===== src/rtl/score_credit_tx_if.sv =====
// Handshake interfaces for score_credit_tx.
//   score_stream_if : valid/ready score beats entering the block.
//   score_credit_if : credit-based outgoing link (no ready; credits flow back).
interface score_stream_if #(
    parameter int DATA_W = 8
);
    logic [DATA_W-1:0] data;
    logic              valid;
    logic              ready;

    modport master (output data, output valid, input  ready);
    modport slave  (input  data, input  valid, output ready);
endinterface

interface score_credit_if #(
    parameter int DATA_W = 8
);
    logic [DATA_W-1:0] data;
    logic              valid;
    logic              last;
    logic              crd_return;

    modport master (output data, output valid, output last, input  crd_return);
    modport slave  (input  data, input  valid, input  last, output crd_return);
endinterface


===== src/rtl/score_credit_tx.sv =====
// score_credit_tx: buffers 8-bit attention scores in a small circular FIFO and
// forwards them over a credit-based link, one beat per available credit, framing
// the outgoing stream into SEQ_LEN-beat sequences with a last flag.
// Optional credit-overflow checker: define CREDIT_OVF_CHK_EN to enable err_ovf.
module score_credit_tx #(
    parameter int DATA_W      = 8,
    parameter int FIFO_DEPTH  = 4,
    parameter int MAX_CREDITS = 4,
    parameter int SEQ_LEN     = 8
) (
    input  logic                        clk,
    input  logic                        rst_n,
    score_stream_if.slave               s_if,
    score_credit_if.master              m_if,
    output logic [3:0]                  credits,
    output logic [$clog2(FIFO_DEPTH):0] fifo_level,
    output logic                        err_ovf
);

    localparam int AW = $clog2(FIFO_DEPTH);
    localparam int BW = (SEQ_LEN > 1) ? $clog2(SEQ_LEN) : 1;

    typedef logic [AW:0]   ptr_t;
    typedef logic [BW-1:0] beat_t;
    typedef enum logic [1:0] {
        ST_IDLE  = 2'd0,
        ST_SEND  = 2'd1,
        ST_STALL = 2'd2
    } state_t;

    localparam logic [3:0] MAX_CRD   = 4'(MAX_CREDITS);
    localparam beat_t      LAST_BEAT = beat_t'(SEQ_LEN - 1);

    logic [DATA_W-1:0] mem_r [FIFO_DEPTH];
    ptr_t              wr_ptr_r;
    ptr_t              rd_ptr_r;
    logic [3:0]        credits_r;
    ptr_t              level_r;
    beat_t             beat_r;
    state_t            state_r;
    logic [DATA_W-1:0] m_data_r;
    logic              m_valid_r;
    logic              m_last_r;

    logic              empty_s;
    logic              full_s;
    logic              push_s;
    logic              pop_s;
    ptr_t              wr_nxt_s;
    ptr_t              rd_nxt_s;
    ptr_t              level_nxt_s;
    logic [3:0]        crd_nxt_s;
    state_t            state_nxt_s;

    assign empty_s = (wr_ptr_r == rd_ptr_r);
    assign full_s  = (wr_ptr_r[AW-1:0] == rd_ptr_r[AW-1:0]) &&
                     (wr_ptr_r[AW] != rd_ptr_r[AW]);
    assign push_s  = s_if.valid && !full_s;
    // state_r always mirrors the current pointers and credit count, so SEND
    // means exactly "non-empty and a credit is available".
    assign pop_s   = (state_r == ST_SEND);

    assign s_if.ready  = !full_s;
    assign m_if.data   = m_data_r;
    assign m_if.valid  = m_valid_r;
    assign m_if.last   = m_last_r;
    assign credits     = credits_r;
    assign fifo_level  = level_r;

    // Next pointers, saturating credit count and controller state.
    always_comb begin
        wr_nxt_s    = wr_ptr_r;
        rd_nxt_s    = rd_ptr_r;
        crd_nxt_s   = credits_r;
        state_nxt_s = ST_IDLE;

        if (push_s) begin
            wr_nxt_s = wr_ptr_r + ptr_t'(1);
        end else begin
            wr_nxt_s = wr_ptr_r;
        end

        if (pop_s) begin
            rd_nxt_s = rd_ptr_r + ptr_t'(1);
        end else begin
            rd_nxt_s = rd_ptr_r;
        end

        case ({pop_s, m_if.crd_return})
            2'b10: crd_nxt_s = credits_r - 4'd1;
            2'b01: begin
                // A return with a full credit pool is ignored.
                if (credits_r == MAX_CRD) begin
                    crd_nxt_s = credits_r;
                end else begin
                    crd_nxt_s = credits_r + 4'd1;
                end
            end
            default: crd_nxt_s = credits_r;
        endcase

        level_nxt_s = wr_nxt_s - rd_nxt_s;

        if (level_nxt_s == ptr_t'(0)) begin
            state_nxt_s = ST_IDLE;
        end else if (crd_nxt_s != 4'd0) begin
            state_nxt_s = ST_SEND;
        end else begin
            state_nxt_s = ST_STALL;
        end
    end

    // FIFO storage; contents need no reset since the pointers define validity.
    always_ff @(posedge clk) begin
        if (push_s) begin
            mem_r[wr_ptr_r[AW-1:0]] <= s_if.data;
        end
    end

    // Controller: pointers, credits, state, beat counter and output registers.
    always_ff @(posedge clk) begin
        if (!rst_n) begin
            wr_ptr_r  <= ptr_t'(0);
            rd_ptr_r  <= ptr_t'(0);
            level_r   <= ptr_t'(0);
            credits_r <= MAX_CRD;
            beat_r    <= beat_t'(0);
            state_r   <= ST_IDLE;
            m_data_r  <= {DATA_W{1'b0}};
            m_valid_r <= 1'b0;
            m_last_r  <= 1'b0;
        end else begin
            wr_ptr_r  <= wr_nxt_s;
            rd_ptr_r  <= rd_nxt_s;
            level_r   <= level_nxt_s;
            credits_r <= crd_nxt_s;
            state_r   <= state_nxt_s;
            if (pop_s) begin
                m_data_r  <= mem_r[rd_ptr_r[AW-1:0]];
                m_valid_r <= 1'b1;
                m_last_r  <= (beat_r == LAST_BEAT);
                if (beat_r == LAST_BEAT) begin
                    beat_r <= beat_t'(0);
                end else begin
                    beat_r <= beat_r + beat_t'(1);
                end
            end else begin
                m_valid_r <= 1'b0;
                m_last_r  <= 1'b0;
            end
        end
    end

`ifdef CREDIT_OVF_CHK_EN
    logic err_ovf_r;
    logic ovf_s;

    assign ovf_s   = m_if.crd_return && !pop_s && (credits_r == MAX_CRD);
    assign err_ovf = err_ovf_r;

    // Sticky flag for a credit return that would exceed the pool size.
    always_ff @(posedge clk) begin
        if (!rst_n) begin
            err_ovf_r <= 1'b0;
        end else if (ovf_s) begin
            err_ovf_r <= 1'b1;
        end
    end
`else
    assign err_ovf = 1'b0;
`endif

endmodule


===== src/flat_wrapper.sv =====
// flat-port wrapper written by rule: the top's interface ports become plain ports
module score_credit_tx_flat 
#(
    parameter int DATA_W      = 8,
    parameter int FIFO_DEPTH  = 4,
    parameter int MAX_CREDITS = 4,
    parameter int SEQ_LEN     = 8
)
  (clk, rst_n, credits, fifo_level, err_ovf, s_if_data, s_if_valid, s_if_ready, m_if_data, m_if_valid, m_if_last, m_if_crd_return);
  score_stream_if #(.DATA_W(DATA_W)) s_if_i ();
  score_credit_if #(.DATA_W(DATA_W)) m_if_i ();
  input  logic clk;
  input  logic rst_n;
  output logic [3:0] credits;
  output logic [$clog2(FIFO_DEPTH):0] fifo_level;
  output logic err_ovf;
  input wire logic [$bits(s_if_i.data)-1:0] s_if_data;
  input wire logic [$bits(s_if_i.valid)-1:0] s_if_valid;
  output wire logic [$bits(s_if_i.ready)-1:0] s_if_ready;
  output wire logic [$bits(m_if_i.data)-1:0] m_if_data;
  output wire logic [$bits(m_if_i.valid)-1:0] m_if_valid;
  output wire logic [$bits(m_if_i.last)-1:0] m_if_last;
  input wire logic [$bits(m_if_i.crd_return)-1:0] m_if_crd_return;
  assign s_if_i.data = s_if_data;
  assign s_if_i.valid = s_if_valid;
  assign s_if_ready = s_if_i.ready;
  assign m_if_data = m_if_i.data;
  assign m_if_valid = m_if_i.valid;
  assign m_if_last = m_if_i.last;
  assign m_if_i.crd_return = m_if_crd_return;
  score_credit_tx #(.DATA_W(DATA_W), .FIFO_DEPTH(FIFO_DEPTH), .MAX_CREDITS(MAX_CREDITS), .SEQ_LEN(SEQ_LEN)) u_core (.clk(clk), .rst_n(rst_n), .s_if(s_if_i), .m_if(m_if_i), .credits(credits), .fifo_level(fifo_level), .err_ovf(err_ovf));
endmodule

===== config.mk =====
export PLATFORM = sky130hd
export DESIGN_NAME = score_credit_tx_flat
export DESIGN_NICKNAME = d
export VERILOG_FILES = /design/src/rtl/score_credit_tx_if.sv /design/src/rtl/score_credit_tx.sv /design/src/flat_wrapper.sv
export SDC_FILE = /design/constraint.sdc
export NUM_CORES = 1
export LEC_CHECK = 0
export CAP_MARGIN = 20
export CORE_MARGIN = 2
export CORE_UTILIZATION = 55
export DETAILED_ROUTE_END_ITERATION = 12
export PLACE_DENSITY = 0.79
export RECOVER_POWER = 100
export SLEW_MARGIN = 30
export SYNTH_ARGS = -nofsm -noshare
export SYNTH_HDL_FRONTEND = slang
export SYNTH_SLANG_ARGS = --single-unit
export TNS_END_PERCENT = 30

===== constraint.sdc =====
create_clock -name clk -period 2.95 [get_ports clk]
set_input_delay 0.4425 -clock clk [delete_from_list [all_inputs] [get_ports clk]]
set_output_delay 0.4425 -clock clk [all_outputs]
set_load 0.01 [all_outputs]

**Yosys cells after proc, flatten, opt, wreduce, memory -nomap -nowiden**

Memory sizes are Yosys's and may differ from the RTL's. A register that Yosys moved wholly into a read port is not among the register bits.
Cells that the tools add are included.

- RAM bits: 32
- Memories: 1
- Output and inout port bits: 19
- Word-level logic and storage cells: 40
- Input port bits: 12
- Bits in registers: 20

Memories:

| memory | depth | bits a word | rd ports | clocked after memory_dff | wr ports | RTL line | text |
|---|---|---|---|---|---|---|---|
| u_core.mem_r | 4 | 8 | 1 | 1 | 1 | score_credit_tx.sv:34 | `logic [DATA_W-1:0] mem_r [FIFO_DEPTH];` |

- Equal/unequal tests: 7
- Mux-type cells: 9
- Add/sub/neg operators: 6
- Reduce and logical (&&, ||, !) cells: 8
- Bitwise logic cells: 1

Operators by type and width:

| operator | count |
|---|---|
| $add A3 B1 Y3 const B | 3 |
| $mux W3 | 3 |
| $pmux W4 S2 | 1 |
| $add A4 B1 Y4 const B | 1 |
| $eq A2 B1 Y1 const B | 2 |
| $eq A4 B3 Y1 const B | 1 |
| $mux W4 | 1 |
| $reduce_bool A4 Y1 | 1 |
| $sub A4 B1 Y4 const B | 1 |
| $eq A3 B3 Y1 const B | 1 |
| $logic_not A3 Y1 | 1 |
| $mux W1 | 3 |
| $sub A3 B3 Y3 | 1 |
| $eq A2 B2 Y1 | 1 |
| $eq A2 B2 Y1 const B | 1 |
| $logic_and A1 B1 Y1 | 2 |
| $logic_not A1 Y1 | 2 |
| $mux W2 | 1 |
| $reduce_and A2 Y1 | 1 |
| $reduce_or A2 Y1 | 1 |
| $ne A1 B1 Y1 | 1 |
| $not A1 Y1 | 1 |

**Depth between registers and ports, before layout**

Gate-level depths: netlist of the first run.

- Depth in word-level cells: 8
- Gate-level depth with buffers: 11

**Worst setup path after synthesis of the first run**

Ideal clock, no wire load.

- Kind: register to register
- From: register u_core.rd_ptr_r[1]
- To: register u_core.state_r[1]
- Setup slack: 0.445 ns
- Stages on the path, launching flop included: 10
- Data arrival time: 2.388 ns
- Path through: dfxtp_1 > buf_4 > xnor2_1 > a31oi_1 > xnor2_1 > ha_1 > fa_1 > xnor3_1 > xor2_1 > o211a_1

- Longest elaborated chain between the ends: 8
- Elaborated cells between the ends (all ways): 10
- Classes of those cells: add/sub (2); eq/ne (1); mux (2); reduce/logical (5)

RTL lines:

| item | RTL line | text |
|---|---|---|
| start, declared | score_credit_tx.sv:36 | `ptr_t rd_ptr_r;` |
| start signal, assigned | score_credit_tx.sv:124 | `rd_ptr_r <= ptr_t'(0);` |
| start signal, assigned | score_credit_tx.sv:134 | `rd_ptr_r <= rd_nxt_s;` |
| parallel branches: the longest is 5 deep, another holds $add A3 B1 Y3 | n/a |  |
| $sub A3 B3 Y3 * | score_credit_tx.sv:102 | `level_nxt_s = wr_nxt_s - rd_nxt_s;` |
| $logic_not A3 Y1 * | score_credit_tx.sv:104 | `if (level_nxt_s == ptr_t'(0)) begin` |
| $reduce_or A2 Y1 (no line) * | n/a |  |
| end signal, assigned | score_credit_tx.sv:137 | `state_r <= state_nxt_s;` |
| end, declared | score_credit_tx.sv:40 | `state_t state_r;` |

Every way passes the cells marked *.
A chain may end at the register's enable or synchronous reset.

**Worst setup path in the final report of the first run**

- From: register u_core.rd_ptr_r[2]
- To: register u_core.state_r[0]

- Longest elaborated chain between the ends: 8
- Elaborated cells between the ends (all ways): 10
- Classes of those cells: add/sub (2); eq/ne (1); mux (2); reduce/logical (5)

RTL lines:

| item | RTL line |
|---|---|
| parallel branches: the longest is 5 deep, another holds $add A3 B1 Y3 | n/a |
| $sub A3 B3 Y3 * | score_credit_tx.sv:102 |
| $logic_not A3 Y1 * | score_credit_tx.sv:104 |
| $reduce_or A2 Y1 (no line) * | n/a |

Marked as above.

==> flow_summary.ini, run 1 <==
[clock_network]
cts_setup_buffers = 0
clk_pin_slew_ns = 0.07
cts_buffer_depth = 2
cts_resized = 0
cts_tree = built
clk_latency_ns = 0.33
htreeDepth = 3
ctsHoldBuffers = 0
cts_num_sinks = 60
cts_root_buf = clkbuf_8
numCtsBuffers = 9

[layout]
syn_to_final_growth_pct = 19.4
multi_input_comb_area_um2 = 992
antenna_cells = 0
fillers = 359
final_net_count = 258
seqCellArea_um2 = 1520
layout-drive-gt1-share_pct = 12.2
fin_cells = 292

[synth]
ys_ff_latch = 60
syn-num-nets = 223
synthCells = 198
synthesis.area_um2 = 2610
ys.flop_type = edfxtp_1
synth-seq-area-share_pct = 58.3
yosys_warnings = 0
synth_edf_count = 32
async_flop_share_pct = 0
syn_avg_cell_area_um2 = 13.2
yosysUniqueCellTypes = 41

[hold_path]
min_path_type = flip-flop to flip-flop
hold_path_end = u_core.m_if.data[5]$_SDFFE_PN0P_
min_path_cells = 2
min-delay-start = u_core.m_if.data[5]$_SDFFE_PN0P_

[sta]
slew_viol_final = 0
setup_viol = 0
rsz0062_at_grt = false
fmax_mhz = 390
fin_skew_ns = 0.0108
final-hold-violation-count = 0
tightestPinTransition_ns = 0.836
period_needed_ns = 2.56
slew_headroom_pct = 44.1
fin_crit_sh_pct = 86.8
finalSetupTns_ns = 0

[global_routing]
grt_max_degree = 29
track_usage_pct = 18.1
grt_first_pass_wirelength_mm = 6.87
gr-total-overflow = 0
grt_antenna_before_repair = 0
grt_pass1_vias = 1449

[routing]
viasPerCell = 5.24
drt_iter0_drc = 49
routed-via-count = 1531
wirelength_mm = 4.17
ant_nets = 0
wl_per_cell_um = 14.3
drc = 0
dr.pass1.iters = 4

[run]
drv_cap = 0

[pwr]
p_sw_w = 0.000777
power.share.sequential_pct = 41.5
ir_drop_uv = 568
powerDensity_nw_per_um2 = 828
p_leak_nw = 1.21
pwr-share-clk_pct = 26.3
p_comb_share_pct = 32.2
intPower_w = 0.00180
swShare_pct = 30.1

[critical_path]
slowest_delay_ns = 0.38
endpoint_kind = flip-flop
rr_endpoint = u_core.state_r[0]$_SDFF_PP0_
ff2ff_setup_slack_ns = 0.39
path_buf_inv = 0
path_delay_family = XOR/XNOR gates
crit_path_frequent_cell = xor2_1
reg2regPathDepth = 9
crit_fanout = 4
startpoint_type = flip-flop
critPathSlowestCell = xnor3_1
cp.required_ns = 3.21
timing.rr.start = u_core.rd_ptr_r[2]$_SDFF_PN0_
path_class = flip-flop to flip-flop
crit_chain = xor2_1 > a31oi_1 > xnor2_1 > ha_1 > fa_1 > xnor3_1 > xor2_1 > o21ai_0 > nor2_1
cp.arrival_ns = 2.82

[die]
io_pins = 31
core-area_um2 = 4660
dieArea_um2 = 5310
rows = 25
initial_core_util_pct = 55.9
die_h_um = 72.9
fp.dieW_um = 72.9

[placement]
io_buffer_count = 29
place_inst = 276
gp_congestion = 0.818
hpwlAfterDp_mm = 2.80

[outcome]
outcome = complete, no violations
## worst min-delay path, cell delays in order (launching register included)
cell	delay [ns]
dfxtp_1	0.31
nand2_1	0.05
a21boi_0	0.07
## routing by layer
metal / GRT usage, % / share of wire, % / vias up
li1: - / - / 774
met1: 23.1 / 46 / 712
met2: 27.6 / 49 / 38
met3: 7.73 / 4.1 / 7
met4: 7.20 / 1.1 / 0
met5: 0 / 0 / -
## flip-flops by register name, indices dropped and copies added (netlist names)
signal / count
u_core.beat_r: 3
u_core.credits: 4
u_core.fifo_level: 3
u_core.m_if.data: 8
u_core.m_if.last: 1
u_core.m_if.valid: 1
u_core.mem_r: 32
u_core.rd_ptr_r: 3
u_core.state_r: 2
u_core.wr_ptr_r: 3
## how the worst max path moves through the flow
stage                                   end  cells past startpoint                          start
2_1_floorplan  u_core.state_r[1]$_SDFF_PP0_                      9  u_core.rd_ptr_r[1]$_SDFF_PN0_
3_3_place_gp   u_core.state_r[0]$_SDFF_PP0_                     10                     s_if_valid
3_5_place_dp   u_core.state_r[0]$_SDFF_PP0_                     10                     s_if_valid
4_1_cts        u_core.state_r[0]$_SDFF_PP0_                      9  u_core.rd_ptr_r[2]$_SDFF_PN0_
5_1_grt        u_core.state_r[0]$_SDFF_PP0_                     10  u_core.wr_ptr_r[2]$_SDFF_PN0_
6_report       u_core.state_r[0]$_SDFF_PP0_                      9  u_core.rd_ptr_r[2]$_SDFF_PN0_
## synthesized netlist by cell type (4+ instances only)
master    count  area [µm²]
and2_1       11        68.8
nand3b_1      4        30.0
ha_1         12         150
nor2_1        4        15.0
a21boi_0     10        75.1
edfxtp_1     32         961
xnor2_1       5        43.8
clkbuf_1      5        18.8
mux4_2        8         180
dfxtp_1      28         561
inv_1         7        26.3
nor2b_1       7        43.8
nand2_1      26        97.6
## stage by stage
step           setup slack (ns)  util [%]  total power, W  hold WS (ns)  cell area, µm²
2_1_floorplan             0.445         -         0.00172         0.445            2610
3_5_place_dp             0.0986      63.1         0.00197         0.468            2940
3_3_place_gp              0.195      63.1         0.00195         0.456            2940
6_report                  0.388      66.8         0.00258         0.468            3110
5_1_grt                   0.145      66.8         0.00277         0.502            3110
4_1_cts                   0.375      67.0         0.00265         0.477            3120
## power by group through the flow
stage | Clock, W | Combinational [W] | Sequential (W)
floorplan | 0 | 0.000619 | 0.00110
global placement | 0 | 0.000865 | 0.00109
detailed placement | 0 | 0.000878 | 0.00109
CTS | 0.000692 | 0.000881 | 0.00107
global route | 0.000748 | 0.000939 | 0.00108
finish | 0.000678 | 0.000829 | 0.00107
## cell families after synthesis
| group | synth area share, % |
|---|---|
| simple gates | 13.0 |
| flops | 58.3 |
| compound gates | 6.72 |
| buf+inv | 3.46 |
| fa+ha+maj | 6.53 |
| mux | 8.25 |
| xor+xnor | 3.55 |
| other cells | 0.144 |
## cell usage in the layout, fill, tap and decap left out, types with 2 or more instances in the layout
cell type	instances
nand3b_1	4
nor2b_1	7
clkbuf_8	9
xnor2_1	5
buf_4	3
edfxtp_1	32
a21boi_0	10
xor2_1	3
and2_0	6
dlygate4sd3_1	27
clkinv_2	3
dfxtp_1	28
mux2i_1	2
ha_1	12
nand2_1	26
clkbuf_1	4
nand3_1	3
clkdlybuf4s50_1	2
inv_1	7
and2_1	5
a31oi_1	2
a21oi_1	2
mux4_2	8
o21ai_0	3
nor2_1	4
## final cells by class
| class | count | share of cell area, % |
|---|---|---|
| clock buffers | 11 | 4.22 |
| clock inverters | 5 | 1.73 |
| inverters | 7 | 0.844 |
| multi-input cells | 121 | 31.9 |
| flip-flops and latches | 60 | 48.9 |
| well taps | 54 | 2.17 |
| repair buffers | 34 | 10.3 |
No activity file was read; power rests on OpenSTA's default activity.
==> run 2, diff against run 1 <==
- ABC_AREA: not set -> 1
- PLACE_DENSITY: 0.79 -> 0.78
==> flow_summary.ini, run 2 <==
[clock_network]
cts_setup_buffers = 0
cts_buffer_depth = 2
cts_root_buf = clkbuf_8
ctsHoldBuffers = 0
clk_latency_ns = 0.34
numCtsBuffers = 9
clk_pin_slew_ns = 0.07
cts_tree = built
htreeDepth = 3
cts_resized = 0
cts_num_sinks = 60

[layout]
layout_common_cells = 37 x nor2_1, 34 x inv_1, 32 x nand2_1, 32 x edfxtp_1, 28 x dfxtp_1
largest_reg_flops = 32
final_net_count = 329
syn_to_final_growth_pct = 19.6
fin_util_pct = 68.8
postLayoutCellArea_um2 = 3270
layout-drive-gt1-share_pct = 10.0
fin_cells = 376
final_common_cell = nor2_1
antenna_cells = 0

[sta]
rsz0062_at_grt = false
slew_headroom_pct = 55.2
slew_viol_final = 0
finalSetupTns_ns = 0
fin_skew_ns = 0.00724
hold_ws_ns = 0.473
final-hold-violation-count = 0
period_needed_ns = 2.54
tightestPinTransition_ns = 0.671
fin_crit_sh_pct = 85.9
fmax_mhz = 394
setup_viol = 0

[routing]
viasPerCell = 5.00
ant_nets = 0
routed-via-count = 1881
wl_per_cell_um = 12.5
dr.pass1.iters = 5
drt_iter0_drc = 43
wirelength_mm = 4.70
drc = 0

[pwr]
p_leak_nw = 1.37
powerDensity_nw_per_um2 = 907
ir_drop_uv = 495

[synth]
synth_edf_count = 32
ys.flop_type = edfxtp_1
ys_top_cells_by_count = 37 x nor2_1, 34 x inv_1, 32 x edfxtp_1
syn_avg_cell_area_um2 = 10.2
async_flop_share_pct = 0
yosysUniqueCellTypes = 32
ys_top_cells_by_area = edfxtp_1 35%, dfxtp_1 21%, ha_1 5.5%
yosysTopAreaCell = edfxtp_1
syn-num-nets = 292
post-synth-top-count-cell = nor2_1
synthCells = 267
synthesis.area_um2 = 2730
yosys_warnings = 0
netlist.area_leader.share_pct = 35.1
ys_ff_latch = 60
synth-seq-area-share_pct = 55.7

[hold_path]
min-delay-start = u_core.beat_r[1]$_SDFFE_PN0P_
hold_path_end = u_core.beat_r[1]$_SDFFE_PN0P_
min_path_cells = 2
min_path_type = flip-flop to flip-flop

[global_routing]
gr-total-overflow = 0
grt_max_degree = 18
grt_antenna_before_repair = 0
grt_pass1_vias = 1763
track_usage_pct = 19.5
grt_first_pass_wirelength_mm = 7.67

[critical_path]
startpoint_type = flip-flop
cp.arrival_ns = 2.81
rr_endpoint = u_core.state_r[1]$_SDFF_PP0_
crit_fanout = 12
reg2regPathDepth = 13
path_class = flip-flop to flip-flop
cp.required_ns = 3.22
timing.rr.start = u_core.rd_ptr_r[1]$_SDFF_PN0_
ff2ff_setup_slack_ns = 0.41
endpoint_kind = flip-flop

[placement]
gp_congestion = 0.838
io_buffer_count = 29
placed_area_um2 = 3100
place_inst = 360
hpwlAfterDp_mm = 3.26

[die]
initial_core_util_pct = 57.5
fp.dieW_um = 74.5
io_pins = 31
core-area_um2 = 4750
dieArea_um2 = 5550
die_h_um = 74.5
rows = 25

[outcome]
outcome = complete, no violations

[run]
drv_cap = 0
==> run 2: changes by cell type after synthesis, sizes merged, moves of 5 or more <==
cell / change
nor2: +34
inv: +29
o21ai: +21
and2: -12
nand2: +12
nand3: +12
a21boi: -10
mux4: -8
o221ai: +8
nor2b: -7
mux2i: +6
a21oi: +5
==> run 2: where the power goes <==
part | leakage, nW | total (W) | switching, W | internal, W
registers | 0.524 | 0.00114 | 0.000107 | 0.00103
clock network | 0.107 | 0.000801 | 0.000304 | 0.000498
logic | 0.739 | 0.00103 | 0.000593 | 0.000433
total | 1.37 | 0.00297 | 0.00100 | 0.00196
==> run 2: final cells by class <==
class / instances / area (µm²)
Timing Repair Buffer: 36 / 324
Clock buffer: 12 / 145
Fill cell: 392 / 1480
Inverter: 36 / 140
Multi-Input combinational cell: 161 / 983
Clock inverter: 4 / 72.6
Sequential cell: 60 / 1520
Tap cell: 67 / 83.8
==> run 2: worst max-delay path by stage <==
stage	from	to	slack, ns	depth (start not counted)
floorplan	u_core.rd_ptr_r[0]$_SDFF_PN0_	u_core.state_r[1]$_SDFF_PP0_	0.82	16
global placement	s_if_valid	u_core.state_r[1]$_SDFF_PP0_	0.55	12
detailed placement	s_if_valid	u_core.state_r[1]$_SDFF_PP0_	0.49	12
CTS	u_core.rd_ptr_r[1]$_SDFF_PN0_	u_core.state_r[1]$_SDFF_PP0_	0.53	13
global route	u_core.rd_ptr_r[1]$_SDFF_PN0_	u_core.state_r[1]$_SDFF_PP0_	0.21	13
finish	u_core.rd_ptr_r[1]$_SDFF_PN0_	u_core.state_r[1]$_SDFF_PP0_	0.41	13
==> run 2: kinds of logic after synthesis <==
| kind of cell | count (synthesis) | share of synthesized area, % |
|---|---|---|
| buffers and inverters | 46 | 7.46 |
| AOI/OAI and AO/OA | 42 | 9.11 |
| xor gates and xnor gates | 4 | 1.97 |
| and+or+nand+nor | 93 | 16.5 |
| DFF | 60 | 55.7 |
| other | 1 | 0.137 |
| adders and majority gates | 13 | 6.22 |
| muxes | 8 | 2.93 |
==> run 2: metrics by stage <==
stage               setup slack, ns  power (W)
floorplan                     0.822    0.00192
global placement              0.549    0.00222
detailed placement            0.487    0.00225
CTS                           0.532    0.00306
global route                  0.215    0.00319
finish                        0.415    0.00297
==> run 2: layer usage <==
metal	routed length, µm	up-vias	GRT usage, %
met4	97	0	10.3
met2	2280	38	32.9
li1	-	967	-
met1	2110	868	21.8
met3	209	8	6.50
met5	0	-	0
==> run 2: critical path, cell delays in order, from the launching register on <==
cell and delay [ns]:
dfxtp_1 0.64, xnor2_4 0.18, nand3_4 0.11, nand2_1 0.18, xor2_1 0.12, ha_1 0.22
fa_1 0.41, inv_1 0.10, nand3_1 0.08, nand2_1 0.07, nand3_1 0.10, nand3_1 0.11
nand2_2 0.05, nor2_1 0.09
